File: src/rtl/adc_capture_sequencer.sv
// adc_capture_sequencer: capture-session sequencer (start/abort/cfg_* in; trig_rstn/max_rst to ADC; s_axis in, one-deep m_axis out; busy/done/timed_out/overflow/bursts_done/words_fwd status)
module adc_capture_sequencer #(
  parameter int CNT_WIDTH   = 32,
  parameter int BURST_WIDTH = 16
) (
  input  logic                   aclk,
  input  logic                   areset,
  input  logic                   start,
  input  logic                   abort,
  input  logic [BURST_WIDTH-1:0] cfg_bursts,
  input  logic [BURST_WIDTH-1:0] cfg_holdoff,
  input  logic [CNT_WIDTH-1:0]   cfg_timeout,
  output logic                   trig_rstn,
  output logic                   max_rst,
  input  logic                   s_axis_tvalid,
  input  logic                   s_axis_tlast,
  input  logic [31:0]            s_axis_tdata,
  output logic                   m_axis_tvalid,
  output logic                   m_axis_tlast,
  output logic [31:0]            m_axis_tdata,
  input  logic                   m_axis_tready,
  output logic                   busy,
  output logic                   done,
  output logic                   timed_out,
  output logic                   overflow,
  output logic [BURST_WIDTH-1:0] bursts_done,
  output logic [CNT_WIDTH-1:0]   words_fwd
);
  typedef enum logic [2:0] {S_IDLE, S_CLEAR, S_ARMED, S_BURST, S_HOLD, S_DONE} state_t;
  state_t state_q, state_d;
  logic [CNT_WIDTH-1:0] cnt_q, cnt_d, cnt_inc, timeout_q, words_inc;
  logic [BURST_WIDTH-1:0] bursts_q, holdoff_q, hold_len, bd_inc;
  logic abort_pend_q, go, cap, burst_end, fin, to_hit, ovf_hit;
  always_comb begin
    cnt_inc = &cnt_q ? cnt_q : cnt_q + CNT_WIDTH'(1);
    words_inc = &words_fwd ? words_fwd : words_fwd + CNT_WIDTH'(1);
    bd_inc = &bursts_done ? bursts_done : bursts_done + BURST_WIDTH'(1);
    hold_len = (holdoff_q == '0) ? BURST_WIDTH'(1) : holdoff_q;
    go = (state_q == S_IDLE) && start && !abort;
    cap = s_axis_tvalid && ((state_q == S_BURST) || ((state_q == S_ARMED) && !abort));
    burst_end = cap && s_axis_tlast;
    fin = ((bursts_q != '0) && (bd_inc == bursts_q)) || abort_pend_q || abort;
    to_hit = (state_q == S_ARMED) && !abort && !cap && (timeout_q != '0) && (cnt_inc == timeout_q);
    ovf_hit = m_axis_tvalid && !m_axis_tready;
    state_d = state_q;
    case (state_q)
      S_IDLE:  state_d = go ? S_CLEAR : S_IDLE;
      S_CLEAR: state_d = abort ? S_DONE : ((cnt_q == CNT_WIDTH'(1)) ? S_ARMED : S_CLEAR);
      S_ARMED: state_d = (abort || to_hit) ? S_DONE : (!cap ? S_ARMED : (!s_axis_tlast ? S_BURST : (fin ? S_DONE : S_HOLD)));
      S_BURST: state_d = !burst_end ? S_BURST : (fin ? S_DONE : S_HOLD);
      S_HOLD:  state_d = abort ? S_DONE : ((cnt_inc >= CNT_WIDTH'(hold_len)) ? S_ARMED : S_HOLD);
      default: state_d = S_IDLE;
    endcase
    cnt_d = (state_d != state_q) ? '0 : cnt_inc;
  end
  always_ff @(posedge aclk) begin
    if (areset) begin
      state_q <= S_IDLE;
      cnt_q <= '0;
      timeout_q <= '0;
      bursts_q <= '0;
      holdoff_q <= '0;
      abort_pend_q <= 1'b0;
      trig_rstn <= 1'b0;
      max_rst <= 1'b0;
      busy <= 1'b0;
      done <= 1'b0;
      timed_out <= 1'b0;
      overflow <= 1'b0;
      bursts_done <= '0;
      words_fwd <= '0;
      m_axis_tvalid <= 1'b0;
      m_axis_tlast <= 1'b0;
      m_axis_tdata <= '0;
    end else begin
      state_q <= state_d;
      cnt_q <= cnt_d;
      trig_rstn <= (state_d == S_ARMED) || (state_d == S_BURST);
      max_rst <= state_d == S_CLEAR;
      busy <= state_d != S_IDLE;
      done <= state_d == S_DONE;
      if (go) begin
        bursts_q <= cfg_bursts;
        holdoff_q <= cfg_holdoff;
        timeout_q <= cfg_timeout;
        abort_pend_q <= 1'b0;
        timed_out <= 1'b0;
        overflow <= 1'b0;
        bursts_done <= '0;
        words_fwd <= '0;
      end
      if ((state_q == S_BURST) && abort) abort_pend_q <= 1'b1;
      if (to_hit) timed_out <= 1'b1;
      if (burst_end) bursts_done <= bd_inc;
      if (cap) begin
        m_axis_tdata <= s_axis_tdata;
        m_axis_tlast <= s_axis_tlast || (ovf_hit && m_axis_tlast);
        m_axis_tvalid <= 1'b1;
        words_fwd <= words_inc;
        if (ovf_hit) overflow <= 1'b1;
      end else if (m_axis_tready) begin
        m_axis_tvalid <= 1'b0;
      end
    end
  end
endmodule
File: config.mk
export PLATFORM = sky130hd
export DESIGN_NAME = adc_capture_sequencer
export DESIGN_NICKNAME = d
export VERILOG_FILES = /design/src/rtl/adc_capture_sequencer.sv
export SDC_FILE = /design/constraint.sdc
export NUM_CORES = 1
export LEC_CHECK = 0
export ABC_CLOCK_PERIOD_IN_PS = 5000
export CAP_MARGIN = 0
export CORE_AREA = 10 10 167 138
export CTS_BUF_LIST = sky130_fd_sc_hd__clkbuf_4
export DETAILED_ROUTE_END_ITERATION = 12
export DIE_AREA = 0 0 177 148
export GPL_TIMING_DRIVEN = 0
export PLACE_DENSITY = 0.86
export RECOVER_POWER = 50
export SLEW_MARGIN = 25
export SYNTH_ARGS = -nofsm -noshare
export SYNTH_HDL_FRONTEND = slang
export SYNTH_SLANG_ARGS = --single-unit
export TNS_END_PERCENT = 20
File: constraint.sdc
create_clock -name aclk -period 5 [get_ports aclk]
set_input_delay 1 -clock aclk [delete_from_list [all_inputs] [get_ports aclk]]
set_output_delay 1 -clock aclk [all_outputs]
set_load 0.1 [all_outputs]
==> flow_metrics.py <==
metrics = {
    "setup_path": {
        "path_cells": "clkbuf_8, nand4_4, or4_1, buf_6, nor3_4, buf_6, nor3_4, xnor2_2, inv_1, ha_1, a211oi_2, nand2_1, buf_4, nor2_1, a2111oi_2, nor3_4, o2111ai_2, nor3_2, o21bai_1, a211o_1, o22a_4, buf_12, and2b_2",
        "worstSetupPathType": "reg -> reg",
        "crit_path_end_kind": "register",
        "worstSetupStartpointType": "register",
        "worstPathArrival_ps": 5500,
        "crit_buf_inv": 6,
        "cp_slowest_cell": "or4_1",
        "critPathMaxFanout": 9,
        "crit_family": "simple AND/OR/NAND/NOR gates",
        "required_ps": 5550,
        "cp_slowest_stage_delay_ps": 560,
        "crit_path_frequent_cell": "nor3_4",
    },
    "drt": {
        "drtIter0Drc": 1072,
        "postRouteAntennaNets": 0,
        "drc": 0,
        "vias_per_cell": 5.898,
        "dr.pass1.iters": 5,
        "drt_wl_total_um": 39040,
        "num_vias": 11088,
        "routedWlPerCell_um": 20.76,
    },
    "floorplan": {
        "ios": 191,
        "chipWidth_um": 177,
        "rows": 46,
        "core_um2": 19630,
        "die_h_um": 148,
        "start_util": 0.5301,
        "die-area_um2": 26200,
    },
    "layout": {
        "layout.cells.non_filler": 1880,
        "layout-drive-gt1-share": 0.09282,
        "final_area_um2": 13340,
        "layout_common_cells": "nand2_1, dfxtp_1, clkdlybuf4s50_1",
        "area_growth_pct": 28.24,
        "diodes": 0,
        "layout_commonest_cell": "nand2_1",
        "fin_nets": 1726,
    },
    "job": {
        "drv_cap": 0,
    },
    "sta": {
        "skew_ps": 30.56,
        "worst_pin_slew_ps": 1086,
        "final-hold-violation-count": 0,
        "clock.fmax_mhz": 202.1,
        "worst_slack_ps": 53.12,
        "final_max_slew_viol_count": 0,
        "holdWs_ps": 465.5,
        "finalCriticalPeriod_ps": 4947,
        "finalCritPeriodShare": 0.9894,
        "slew_headroom": 0.2738,
        "final-setup-viol-count": 0,
    },
    "synthesis": {
        "synth_area_leaders": "dfxtp_1, nand2_1, a21oi_1, nor2_1, xnor2_1",
        "synth_cells": 1375,
        "synth-edff-count": 0,
        "synth_top_area_cell": "dfxtp_1",
        "yosysSeqAreaShare": 0.3618,
        "ys_async_sr_fraction": 0,
        "synth_nets": 1498,
        "synth_top_area_share": 0.3618,
        "yosys_warnings": 0,
        "synth-seq-cells": 188,
        "netlist_area_um2": 10400,
        "synth_area_per_cell_um2": 7.566,
        "synth_ff_type": "dfxtp_1",
        "synthDistinctLibCells": 88,
    },
    "placement": {
        "port_buffers": 188,
        "dpl.hpwl_um": 30450,
        "gp_congestion": 0.9748,
        "dpl-instance-area_um2": 12620,
        "place_inst": 1827,
        "dp_slack_ps": -1661,
    },
    "grt": {
        "grt_max_degree": 22,
        "grt_pass1_wl_um": 59250,
        "antenna_found_initial": 4,
        "grtUsageTotal": 0.2846,
        "grt_pass1_vias": 10479,
        "overflow": 0,
    },
    "power": {
        "p_sw_w": 0.001179,
        "swShare": 0.3569,
        "power.leakage_nw": 4.834,
        "pwr-share-seq": 0.495,
        "p_int_w": 0.002125,
        "p_total_w": 0.003303,
        "combPwrFrac": 0.234,
        "vdd.ir_drop.worst_v": 0.0001357,
        "power_density_nw_per_um2": 247.6,
        "p_clk_frac": 0.271,
    },
    "cts": {
        "clockBufferDepth": 2,
        "cts.sinks": 188,
        "clock-root-buffer": "clkbuf_4",
        "htreeDepth": 4,
        "hold_buffers": 0,
        "path_clk_slew_ps": 180,
        "cts_tree": "built",
        "numCtsBuffers": 17,
        "clkLatencyLatePin_ps": 620,
    },
    "run_status": {
        "outcome": "finished clean",
    },
    "min_path": {
        "hold_class": "reg -> reg",
    },
}
## layout make-up
| cell class | instances | area, um^2 |
|---|---|---|
| inverters | 47 | 176.4 |
| well taps | 264 | 330.3 |
| clock buffers | 17 | 127.6 |
| fillers | 1666 | 6285 |
| plain buffers | 82 | 444.2 |
| clock inverters | 15 | 185.2 |
| flip-flops and latches | 188 | 3784 |
| multi-input cells | 1055 | 6200 |
| repair buffers | 212 | 2095 |
## cells by family after synthesis
| family | Yosys count | synth area share |
|---|---|---|
| AND/OR/NAND/NOR | 664 | 0.3127 |
| AO/OA/AOI/OAI | 287 | 0.1691 |
| flip-flops | 188 | 0.3618 |
| buffers and inverters | 132 | 0.05893 |
| XOR/XNOR | 76 | 0.06566 |
| adder cells (fa/ha/maj) | 20 | 0.02405 |
| multiplexers | 8 | 0.007817 |
## cell usage after synthesis (all sizes together) (24+ instances only)
cell / n
nor4: 36
and3: 24
nor3: 41
nor2: 125
a21oi: 154
o21ai: 42
inv: 47
xor2: 32
clkbuf: 71
dfxtp: 188
xnor2: 43
nand2: 264
nand3: 42
nand4: 40
## layer usage
metal | track usage | up-vias | part of all wire
met3 | 0.07714 | 76 | 0.086
met5 | 0 | - | 0.0015
met2 | 0.4758 | 479 | 0.48
li1 | - | 5282 | -
met1 | 0.3499 | 5243 | 0.41
met4 | 0.08267 | 8 | 0.021
## state kept, by name (all words and copies together), names as in the netlist
register	flops
holdoff_q	16
bursts_done	16
abort_pend_q	1
trig_rstn	1
max_rst	1
timed_out	1
overflow	1
words_fwd	32
m_axis_tvalid	1
done	1
timeout_q	32
m_axis_tdata	32
m_axis_tlast	1
bursts_q	16
state_q	3
cnt_q	32
busy	1
## repair_timing
item | 4_1_cts | 5_1_grt
resized for setup | 18 | 38
hold endpoints to repair | 0 | 0
setup buffers | 6 | 18
endpoints found under the setup margin | 38 | 38
pin swaps | 5 | 14
## path summary, 6_finish.rpt
check	startpoint	endpoint	slack, ps	depth (start not counted)
worst max-delay path	cnt_q[9]$_SDFF_PP0_	cnt_q[1]$_SDFF_PP0_	50	23
worst min-delay path	m_axis_tdata[21]$_SDFFE_PP0P_	m_axis_tdata[21]$_SDFFE_PP0P_	470	2
worst max register to register	cnt_q[9]$_SDFF_PP0_	cnt_q[1]$_SDFF_PP0_	50	23
worst min register to register	m_axis_tdata[21]$_SDFFE_PP0P_	m_axis_tdata[21]$_SDFFE_PP0P_	470	2
## worst reg2reg max path, delay by kind of cell (launching register included)
| kind | cells | cell delay, ps |
|---|---|---|
| AND/OR/NAND/NOR | 9 | 2070 |
| buffers and inverters | 6 | 860 |
| XOR/XNOR | 1 | 200 |
| flip-flops | 1 | 370 |
| adder cells (fa/ha/maj) | 1 | 220 |
| AO/OA/AOI/OAI | 6 | 1190 |
## power groups by stage
stage               clock (W)  combinational [W]  sequential, W
finish               0.000895           0.000774        0.00163
global route         0.000953           0.000832        0.00164
CTS                  0.000899           0.000717        0.00163
detailed placement          0           0.000697        0.00166
global placement            0           0.000687        0.00166
floorplan                   0           0.000371        0.00170
## metrics by stage
step	util	setup TNS (ps)
after floorplan	-	0
after global placement	0.6428	-57230
after detailed placement	0.6431	-58020
after CTS	0.6655	0
after global routing	0.6798	-358.5
final	0.6798	0
(Power assumes the default switching activity.)
